$ cat src/rtl/rr_slave_arbiter_if.sv
// rtl/rr_slave_arbiter_if.sv - request/ack/grant bundle between the crossbar side and a per-slave arbiter
interface rr_slave_arbiter_if;
  logic       req0;
  logic       req1;
  logic       slv_ack;
  logic [1:0] grant;
  logic       busy;
  logic       prio;
  logic       spurious_ack;
  logic       timeout;

  modport slave (
    input  req0, req1, slv_ack,
    output grant, busy, prio, spurious_ack, timeout
  );

  modport master (
    output req0, req1, slv_ack,
    input  grant, busy, prio, spurious_ack, timeout
  );
endinterface

$ cat src/rtl/rr_slave_arbiter.sv
// rtl/rr_slave_arbiter.sv - two-master round-robin grant holder for one slave port; ARB_TIMEOUT_EN adds a BUSY watchdog
module rr_slave_arbiter #(
  parameter logic INIT_PRIO      = 1'b0,
  parameter int   TIMEOUT_CYCLES = 16,
  parameter int   CNT_W          = 5
) (
  input  logic clk,
  input  logic reset,
  rr_slave_arbiter_if.slave bus
);

  localparam logic [0:0] IDLE = 1'b0;
  localparam logic [0:0] BUSY = 1'b1;

  if ((2 ** CNT_W) <= TIMEOUT_CYCLES) begin : g_cnt_chk
    $error("CNT_W too narrow for TIMEOUT_CYCLES");
  end

  logic [0:0] state_q, state_d;
  logic [1:0] grant_q, grant_d;
  logic       prio_q, prio_d;
  logic       spur_q, spur_d;
  logic       win0, win1;

  // Single requester wins outright; a tie goes to the master named by prio.
  assign win0 = bus.req0 & (~bus.req1 | ~prio_q);
  assign win1 = bus.req1 & ~win0;

`ifdef ARB_TIMEOUT_EN
  logic [CNT_W-1:0] wdog_q, wdog_d;
  logic             tmo_q, tmo_d;
`endif

  always_comb begin
    state_d = state_q;
    grant_d = grant_q;
    prio_d  = prio_q;
    spur_d  = 1'b0;
`ifdef ARB_TIMEOUT_EN
    wdog_d  = wdog_q;
    tmo_d   = 1'b0;
`endif
    case (state_q)
      IDLE: begin
        spur_d  = bus.slv_ack;
        grant_d = {win1, win0};
`ifdef ARB_TIMEOUT_EN
        wdog_d  = '0;
`endif
        if (win0 | win1) begin
          state_d = BUSY;
        end
      end
      BUSY: begin
        // Release hands priority to the non-owner, which is master1 exactly when master0 owned.
        if (bus.slv_ack) begin
          state_d = IDLE;
          grant_d = 2'b00;
          prio_d  = grant_q[0];
`ifdef ARB_TIMEOUT_EN
          wdog_d  = '0;
        end else if (wdog_q == CNT_W'(TIMEOUT_CYCLES - 1)) begin
          state_d = IDLE;
          grant_d = 2'b00;
          prio_d  = grant_q[0];
          wdog_d  = '0;
          tmo_d   = 1'b1;
        end else begin
          wdog_d  = wdog_q + 1'b1;
`endif
        end
      end
      default: begin
        state_d = IDLE;
        grant_d = 2'b00;
      end
    endcase
  end

  always_ff @(posedge clk or posedge reset) begin
    if (reset) begin
      state_q <= IDLE;
      grant_q <= 2'b00;
      prio_q  <= INIT_PRIO;
      spur_q  <= 1'b0;
    end else begin
      state_q <= state_d;
      grant_q <= grant_d;
      prio_q  <= prio_d;
      spur_q  <= spur_d;
    end
  end

`ifdef ARB_TIMEOUT_EN
  always_ff @(posedge clk or posedge reset) begin
    if (reset) begin
      wdog_q <= '0;
      tmo_q  <= 1'b0;
    end else begin
      wdog_q <= wdog_d;
      tmo_q  <= tmo_d;
    end
  end
  assign bus.timeout = tmo_q;
`else
  assign bus.timeout = 1'b0;
`endif

  assign bus.grant        = grant_q;
  assign bus.busy         = (state_q == BUSY);
  assign bus.prio         = prio_q;
  assign bus.spurious_ack = spur_q;

endmodule

$ cat src/flat_wrapper.sv
// flat-port wrapper written by rule: the top's interface ports become plain ports
module rr_slave_arbiter_flat 
#(
  parameter logic INIT_PRIO      = 1'b0,
  parameter int   TIMEOUT_CYCLES = 16,
  parameter int   CNT_W          = 5
)
  (clk, reset, bus_req0, bus_req1, bus_slv_ack, bus_grant, bus_busy, bus_prio, bus_spurious_ack, bus_timeout);
  rr_slave_arbiter_if bus_i ();
  input  logic clk;
  input  logic reset;
  input wire logic [$bits(bus_i.req0)-1:0] bus_req0;
  input wire logic [$bits(bus_i.req1)-1:0] bus_req1;
  input wire logic [$bits(bus_i.slv_ack)-1:0] bus_slv_ack;
  output wire logic [$bits(bus_i.grant)-1:0] bus_grant;
  output wire logic [$bits(bus_i.busy)-1:0] bus_busy;
  output wire logic [$bits(bus_i.prio)-1:0] bus_prio;
  output wire logic [$bits(bus_i.spurious_ack)-1:0] bus_spurious_ack;
  output wire logic [$bits(bus_i.timeout)-1:0] bus_timeout;
  assign bus_i.req0 = bus_req0;
  assign bus_i.req1 = bus_req1;
  assign bus_i.slv_ack = bus_slv_ack;
  assign bus_grant = bus_i.grant;
  assign bus_busy = bus_i.busy;
  assign bus_prio = bus_i.prio;
  assign bus_spurious_ack = bus_i.spurious_ack;
  assign bus_timeout = bus_i.timeout;
  rr_slave_arbiter #(.INIT_PRIO(INIT_PRIO), .TIMEOUT_CYCLES(TIMEOUT_CYCLES), .CNT_W(CNT_W)) u_core (.clk(clk), .reset(reset), .bus(bus_i));
endmodule
$ cat config.mk
export PLATFORM = sky130hd
export DESIGN_NAME = rr_slave_arbiter_flat
export DESIGN_NICKNAME = d
export VERILOG_FILES = /design/src/rtl/rr_slave_arbiter_if.sv /design/src/rtl/rr_slave_arbiter.sv /design/src/flat_wrapper.sv
export SDC_FILE = /design/constraint.sdc
export NUM_CORES = 1
export LEC_CHECK = 0
export CAP_MARGIN = 20
export CORE_AREA = 2 2 39 41
export CTS_BUF_LIST = sky130_fd_sc_hd__clkbuf_8 sky130_fd_sc_hd__clkbuf_16
export CTS_CLUSTER_SIZE = 10
export DETAILED_ROUTE_END_ITERATION = 8
export DIE_AREA = 0 0 41 43
export GPL_TIMING_DRIVEN = 0
export PLACE_DENSITY = 0.37
export SETUP_SLACK_MARGIN = 0.15
export SLEW_MARGIN = 5
export SYNTH_ARGS = -nofsm -noshare
export SYNTH_HDL_FRONTEND = slang
export SYNTH_SLANG_ARGS = --single-unit
$ cat constraint.sdc
create_clock -name clk -period 1.2 [get_ports clk]
set_clock_uncertainty 0.05 [all_clocks]
set_input_delay 0.18 -clock clk [delete_from_list [all_inputs] [get_ports clk]]
set_output_delay 0.18 -clock clk [all_outputs]
set_load 0.02 [all_outputs]
# Yosys cells after proc, flatten, opt, wreduce, memory -nomap -nowiden
# Cells that the tools add are included.
[totals]
in_bits = 5
reg_bits = 5
out_inout_bits = 6
wordCells = 20
[classes]
mux = 6
eq_ne = 1
bitwise_logic = 8
reduce_logical = 1
[op_table]
columns = ["operator", "count"]
rows = [
  ["NOT 1 bit", 4],
  ["one-hot mux 2 bit (2 select lines)", 1],
  ["two-way mux 1 bit", 3],
  ["bitwise AND 1 bit", 2],
  ["two-way mux 2 bit", 1],
  ["inequality test 2 bit, second input constant", 1],
  ["OR 1 bit", 2],
  ["one-hot mux 1 bit (2 select lines)", 1],
  ["AND reduction 2 bit", 1],
]

# Depth between registers and ports, before layout
# Gate-level depths: netlist of run 1.
[depth]
depth_word = 8
depth_mapped = 2
mapped_depth_nobuf = 2

# Worst setup path before layout of run 1
# No wires, ideal clock.
[synth_path]
path_kind = "register -> register"
startpoint = "register u_core.state_q (netlist: u_core.bus.busy)"
endpoint = "register u_core.prio_q (netlist: u_core.bus.prio)"
t_required_ns = 1.025
t_arrival_ns = 0.904
path_buffers = 0
path_stages_with_launch = 3
slack_ns = 0.121
period_less_slack_ns = 1.079
setup_time_ns = 0.125
path_cell_list = "dfrtp_1 > nand2_2 > mux2_4"
[synth_via]
elab_chain_cells = 1
[synth_rtl]
columns = ["element", "line_no", "text"]
rows = [
  ["from (decl)", "rr_slave_arbiter.sv:19", "logic [0:0] state_q, state_d;"],
  ["from (signal assigned)", "rr_slave_arbiter.sv:87", "state_q <= state_d;"],
  ["AND reduction 2 bit (no source line)", "--", ""],
  ["to (signal assigned)", "rr_slave_arbiter.sv:89", "prio_q <= prio_d;"],
  ["to (decl)", "rr_slave_arbiter.sv:21", "logic prio_q, prio_d;"],
]
# No other way between the ends.
# A chain may end at the register's enable or synchronous reset.

# Worst setup path after layout of run 1
[layout_path]
startpoint = "register u_core.state_q (netlist: u_core.bus.busy)"
endpoint = "output port bus_busy"
[layout_lines]
columns = ["element", "line_no", "text"]
rows = [
  ["to (decl)", "flat_wrapper.sv:16", "output wire logic [$bits(bus_i.busy)-1:0] bus_busy;"],
]
# No word-level cell between the ends.

==> results.sh, run 1 <==
export IMPL_synth_compound_area_frac=0.1389
export IMPL_synthSimpleGateAreaFrac=0.1722
export IMPL_path_buf_inv=1
export IMPL_hold_viol=0
export IMPL_path_class="reg -> out"
export IMPL_cts_htree_levels=1
export IMPL_cpMaxStageDelayCell="dfrtp_2"
export IMPL_antenna_found_initial=0
export IMPL_netlist_area_um2=225.2
export IMPL_coreArea_um2=1384
export IMPL_cts_sinks=5
export IMPL_viasPerCell=3.633
export IMPL_nNetsFinal=39
export IMPL_end_kind="output port"
export IMPL_p_sw_uw=170.4
export IMPL_intPower_uw=485.2
export IMPL_route_detailed_drc=0
export IMPL_clockBufferDepth=2
export IMPL_powerDensity_nw_per_um2=1729
export IMPL_drt_total_wl_um=473
export IMPL_muxShareOfSynthArea=0.06667
export IMPL_synth_seq_cells=5
export IMPL_fp_dieH_um=43
export IMPL_die_area_um2=1763
export IMPL_dieWidth_um=41
export IMPL_gp_congestion=0.6558
export IMPL_cts_inserted_buffers=3
export IMPL_timing_final_ws_setup_ns=0.1553
export IMPL_io_pin_count=11
export IMPL_grt_pass1_vias=192
export IMPL_final_cells=49
export IMPL_worstReg2RegStart="u_core.bus.busy$_DFF_PP0_"
export IMPL_ys_warn_count=0
export IMPL_fin_crit_sh=0.8706
export IMPL_p_clk_frac=0.471
export IMPL_synthXorXnorAreaFrac=0
export IMPL_seq_area_frac_synth=0.5556
export IMPL_run_status="finished, final reports clean"
export IMPL_drv_cap=0
export IMPL_cp_endpoint="bus_busy"
export IMPL_power_uw=655.6
export IMPL_ff2ff_path_depth=3
export IMPL_synth_top_family_by_area="simple AND/OR/NAND/NOR gates"
export IMPL_cp_cell_sequence="buf_6"
export IMPL_mostFrequentLayoutCells="dfrtp_1 (4), clkbuf_8 (3), clkdlybuf4s50_1 (3), buf_2 (3)"
export IMPL_r2r_setup_slack_ns=0.21
export IMPL_crit_path_start_kind="register"
export IMPL_grt_pass1_wl_um=772
export IMPL_syn_num_nets=24
export IMPL_worstPathArrival_ns=0.81
export IMPL_path_max_fanout=7
export IMPL_drv_slew=0
export IMPL_multi_input_area_um2=88.84
export IMPL_cts_tree="yes"
export IMPL_synth_fa_ha_area_frac=0
export IMPL_crit_path_start="u_core.bus.busy$_DFF_PP0_"
export IMPL_final_cell_area_um2=379.1
export IMPL_hold_path_class="in -> async"
export IMPL_grt_overflow=0
export IMPL_port_buffers=9
export IMPL_drt_iter0_markers=1
export IMPL_finalCriticalPeriod_ns=1.045
export IMPL_fin_tns_setup_ns=0
export IMPL_p_leak_uw=0.0001943
export IMPL_sw_frac_of_total=0.2599
export IMPL_hpwl_um=355.4
export IMPL_start_util=0.1627
export IMPL_fillers=148
export IMPL_r2r_end="u_core.bus.grant[1]$_DFFE_PP0P_"
export IMPL_diodes=0
export IMPL_post_place_cells=44
export IMPL_post_place_ws_ns=-0.07511
export IMPL_mostFrequentLayoutCell="dfrtp_1"
export IMPL_area_delta_synth_final_pct=68.33
export IMPL_syn_inst=19
export IMPL_slowest_delay_ns=0.44
export IMPL_max_freq_ghz=0.9572
export IMPL_regArea_um2=126.4
export IMPL_syn_area_per_cell_um2=11.85
export IMPL_synth_cell_types=15
export IMPL_rsz0062_at_grt="true"
export IMPL_crit_required_ns=0.97
export IMPL_peakVddDrop_mv=0.2918
export IMPL_setup_violations=0
export IMPL_dpl_cell_area_um2=336.6
export IMPL_cp_depth=1
export IMPL_dr_pass1_iters=2
export IMPL_drive_gt1_frac=0.4848
export IMPL_row_count=14
export IMPL_p_seq_frac=0.327
export IMPL_vias=178
export IMPL_root_buffer="clkbuf_8"
export IMPL_pwr_share_comb=0.202
export IMPL_grt_start_max_net_pins=9
export IMPL_grt_usage=0.07538
export IMPL_path_delay_family="flip-flops"
export IMPL_clk_pin_slew_ns=0.04
export IMPL_wire_per_inst_um=9.653
export IMPL_ant_nets=0
export IMPL_clk_latency_ns=0.22
[layer usage]
layer	share of wire	up-vias	track usage	wire length, µm
met1	0.35	81	0.07097	166
li1	-	88	-	-
met4	0.061	0	0.1400	29
met3	0.044	3	0	21
met2	0.54	6	0.1000	255
met5	0	-	0	0
[sequential cells by signal, indices dropped and copies added, names as in the netlist]
| register | flops |
|---|---|
| u_core.bus.busy | 1 |
| u_core.bus.grant | 2 |
| u_core.bus.prio | 1 |
| u_core.bus.spurious_ack | 1 |
[how the worst min path moves through the flow]
stage,to,slack (ns)
3_3_place_gp,u_core.bus.spurious_ack$_DFF_PP0_,0.35
4_1_cts,u_core.bus.grant[1]$_DFFE_PP0P_,0.12
3_5_place_dp,u_core.bus.prio$_DFFE_PP0P_,0.35
5_1_grt,u_core.bus.prio$_DFFE_PP0P_,0.15
2_1_floorplan,u_core.bus.grant[0]$_DFFE_PP0P_,-0.09
6_report,u_core.bus.prio$_DFFE_PP0P_,0.11
[power groups by stage]
stage	clock (µW)	combinational (µW)	sequential, µW
final	309	132	214
after global routing	328	145	219
after CTS	319	116	213
after detailed placement	0	137	216
after global placement	0	137	215
after floorplan	0	44.0	240
[cell type report]
cell class	count	area share
plain buffers	1	0.01980
clock buffers	3	0.1089
clock inverters	1	0.009901
inverters	1	0.009901
multi-input cells	12	0.2343
flip-flops and latches	5	0.3333
well taps	16	0.05281
repair buffers	10	0.2310
[per-stage QoR]
step / hold slack (ns) / utilization
6_report: 0.1093 / 0.2740
3_3_place_gp: 0.3507 / 0.2432
3_5_place_dp: 0.3528 / 0.2432
2_1_floorplan: -0.09155 / -
4_1_cts: 0.1204 / 0.2577
5_1_grt: 0.1472 / 0.2740
[synthesized netlist by cell type]
| cell type | n | area, µm² |
|---|---|---|
| nor2b_1 | 1 | 6.260 |
| nand2b_1 | 1 | 6.260 |
| o22ai_1 | 1 | 6.260 |
| a21bo_2 | 1 | 10.01 |
| dfrtp_1 | 5 | 125.1 |
| nand2_2 | 1 | 6.260 |
| conb_1 | 1 | 3.750 |
| nand3b_1 | 1 | 7.510 |
| o31a_2 | 1 | 10.01 |
| and2b_2 | 1 | 8.760 |
| inv_1 | 1 | 3.750 |
| o21ai_0 | 1 | 5.000 |
| buf_4 | 1 | 7.510 |
| nand2_1 | 1 | 3.750 |
| mux2_4 | 1 | 15.01 |
[cells by family after synthesis]
group | count (synthesis)
other | 1
DFF | 5
muxes | 1
buffers and inverters | 2
AOI/OAI and AO/OA | 4
and+or+nand+nor | 6
[repair_timing]
item	CTS	global route
hold buffers	0	0
resized for setup	20	5
setup endpoints to repair	5	3
pin swaps	0	0
setup buffers	0	1
Power figures use the tool's default switching activity.
==> inputs of run 2 (changes only) <==
--- a/config.mk
+++ b/config.mk
@@ -18,3 +18,4 @@
 export SYNTH_ARGS = -nofsm -noshare
 export SYNTH_HDL_FRONTEND = slang
 export SYNTH_SLANG_ARGS = --single-unit
+export TNS_END_PERCENT = 5
==> run 2 against run 1 <==
Utilization shrank 0.90 points. Sequential share of layout area rose by 1.1 points. Combinational power shrank 11%. Largest power group unchanged.
==> results.sh, run 2 (synthesis gave the netlist of run 1 again) <==
export IMPL_run_status="finished, final reports clean"
export IMPL_coreArea_um2=1384
export IMPL_finalCriticalPeriod_ns=1.106
export IMPL_ant_nets=0
export IMPL_fin_hold_ws_ns=0.1106
export IMPL_area_delta_synth_final_pct=62.78
export IMPL_powerDensity_nw_per_um2=1747
export IMPL_ff2ff_path_depth=2
export IMPL_use_met2=0.1000
export IMPL_cpMaxStageDelayCell="dfrtp_1"
export IMPL_grt_busiest_layer="met4"
export IMPL_start_util=0.1627
export IMPL_peakVddDrop_mv=0.2926
export IMPL_setup_violations=0
export IMPL_hold_path_class="in -> async"
export IMPL_crit_path_start_kind="register"
export IMPL_grt_start_max_net_pins=9
export IMPL_grt_use_met3=0
export IMPL_grtUsageMet1=0.07097
export IMPL_path_delay_family="flip-flops"
export IMPL_fp_dieH_um=43
export IMPL_drt_iter0_markers=0
export IMPL_max_freq_ghz=0.9041
export IMPL_vias=171
export IMPL_gp_congestion=0.6558
export IMPL_rsz0062_at_grt="true"
export IMPL_fin_tns_setup_ns=0
export IMPL_worstReg2RegStart="u_core.bus.busy$_DFF_PP0_"
export IMPL_grt_pass1_wl_um=772
export IMPL_crit_required_ns=0.97
export IMPL_root_buffer="clkbuf_8"
export IMPL_cts_htree_levels=1
export IMPL_viasPerCell=3.563
export IMPL_path_class="reg -> out"
export IMPL_drive_gt1_frac=0.4375
export IMPL_io_pin_count=11
export IMPL_wire_per_inst_um=9.625
export IMPL_diodes=0
export IMPL_grt_overflow=0
export IMPL_post_place_cells=44
export IMPL_dieWidth_um=41
export IMPL_fillers=150
export IMPL_die_area_um2=1763
export IMPL_dr_pass1_iters=1
export IMPL_grt_pass1_vias=194
export IMPL_largest_reg_flops=2
export IMPL_p_leak_uw=0.0001776
export IMPL_port_buffers=9
export IMPL_holdBufCountCts=0
export IMPL_drv_cap=0
export IMPL_row_count=14
export IMPL_postCtsSetupBuffers=0
export IMPL_fin_crit_sh=0.9218
export IMPL_hold_viol=0
export IMPL_path_max_fanout=1
export IMPL_end_kind="output port"
export IMPL_worstPathArrival_ns=0.88
export IMPL_cts_inserted_buffers=3
export IMPL_path_buf_inv=1
export IMPL_hpwl_um=355.4
export IMPL_multi_input_area_um2=88.84
export IMPL_mostFrequentLayoutCells="clkdlybuf4s50_1 (4), dfrtp_1 (4), clkbuf_8 (3)"
export IMPL_nNetsFinal=38
export IMPL_slowest_delay_ns=0.34
export IMPL_cts_sinks=5
export IMPL_route_detailed_drc=0
export IMPL_r2r_end="u_core.bus.prio$_DFFE_PP0P_"
export IMPL_clk_pin_slew_ns=0.04
export IMPL_grt_usage=0.07538
export IMPL_cp_cell_sequence="dlygate4sd2_1"
export IMPL_drt_total_wl_um=462
export IMPL_cts_tree="yes"
export IMPL_drv_slew=0
export IMPL_cts_repair_resized=14
export IMPL_crit_path_start="u_core.bus.spurious_ack$_DFF_PP0_"
export IMPL_utilization=0.2649
export IMPL_clk_latency_ns=0.22
export IMPL_antenna_found_initial=0
export IMPL_clockBufferDepth=2
export IMPL_final_cells=48
export IMPL_regArea_um2=126.4
export IMPL_r2r_setup_slack_ns=0.21
-- run 2: cell types whose count changed in the layout (fill, tap and decap cells not counted) --
cell	change
buf_4	-1
clkbuf_2	+1
clkdlybuf4s50_1	+1
clkdlybuf4s15_2	+1
dlymetal6s2s_1	-1
buf_6	-2
dlygate4sd2_1	+1
buf_2	-1
-- run 2: worst max path at each step --
stage,endpoint,slack (ns),depth (start not counted)
6_report,bus_spurious_ack,0.09,1
4_1_cts,bus_grant[1],0.08,1
5_1_grt,bus_spurious_ack,0.07,1
3_5_place_dp,u_core.bus.prio$_DFFE_PP0P_,-0.08,3
2_1_floorplan,u_core.bus.prio$_DFFE_PP0P_,0.19,2
3_3_place_gp,u_core.bus.prio$_DFFE_PP0P_,-0.07,3
-- run 2: metrics by stage --
stage / power [µW] / area, µm² / worst slack, ns
2_1_floorplan: 283.9 / 226.5 / 0.1864
3_3_place_gp: 351.8 / 336.6 / -0.06865
3_5_place_dp: 352.6 / 336.6 / -0.07511
4_1_cts: 653.0 / 371.6 / 0.08305
5_1_grt: 675.4 / 366.6 / 0.06635
6_report: 640.4 / 366.6 / 0.09389
-- run 2: power breakdown --
group          switching (µW)  internal [µW]
logic                    57.8           60.0
registers                20.4            192
clock network            90.1            220
total                     168            472
-- run 2: metal layers --
layer | vias to the layer above | part of all wire | routed length [µm]
met3 | 3 | 0.048 | 22
met1 | 76 | 0.35 | 164
li1 | 86 | - | -
met5 | - | 0 | 0
met4 | 0 | 0.063 | 29
met2 | 6 | 0.53 | 245
-- run 2: area by class of cell --
type	instances	share of cell area
flip-flops and latches	5	0.3447
multi-input cells	12	0.2423
repair buffers	9	0.2048
clock buffers	3	0.1126
well taps	16	0.05461
plain buffers	1	0.02048
clock inverters	1	0.01024
inverters	1	0.01024
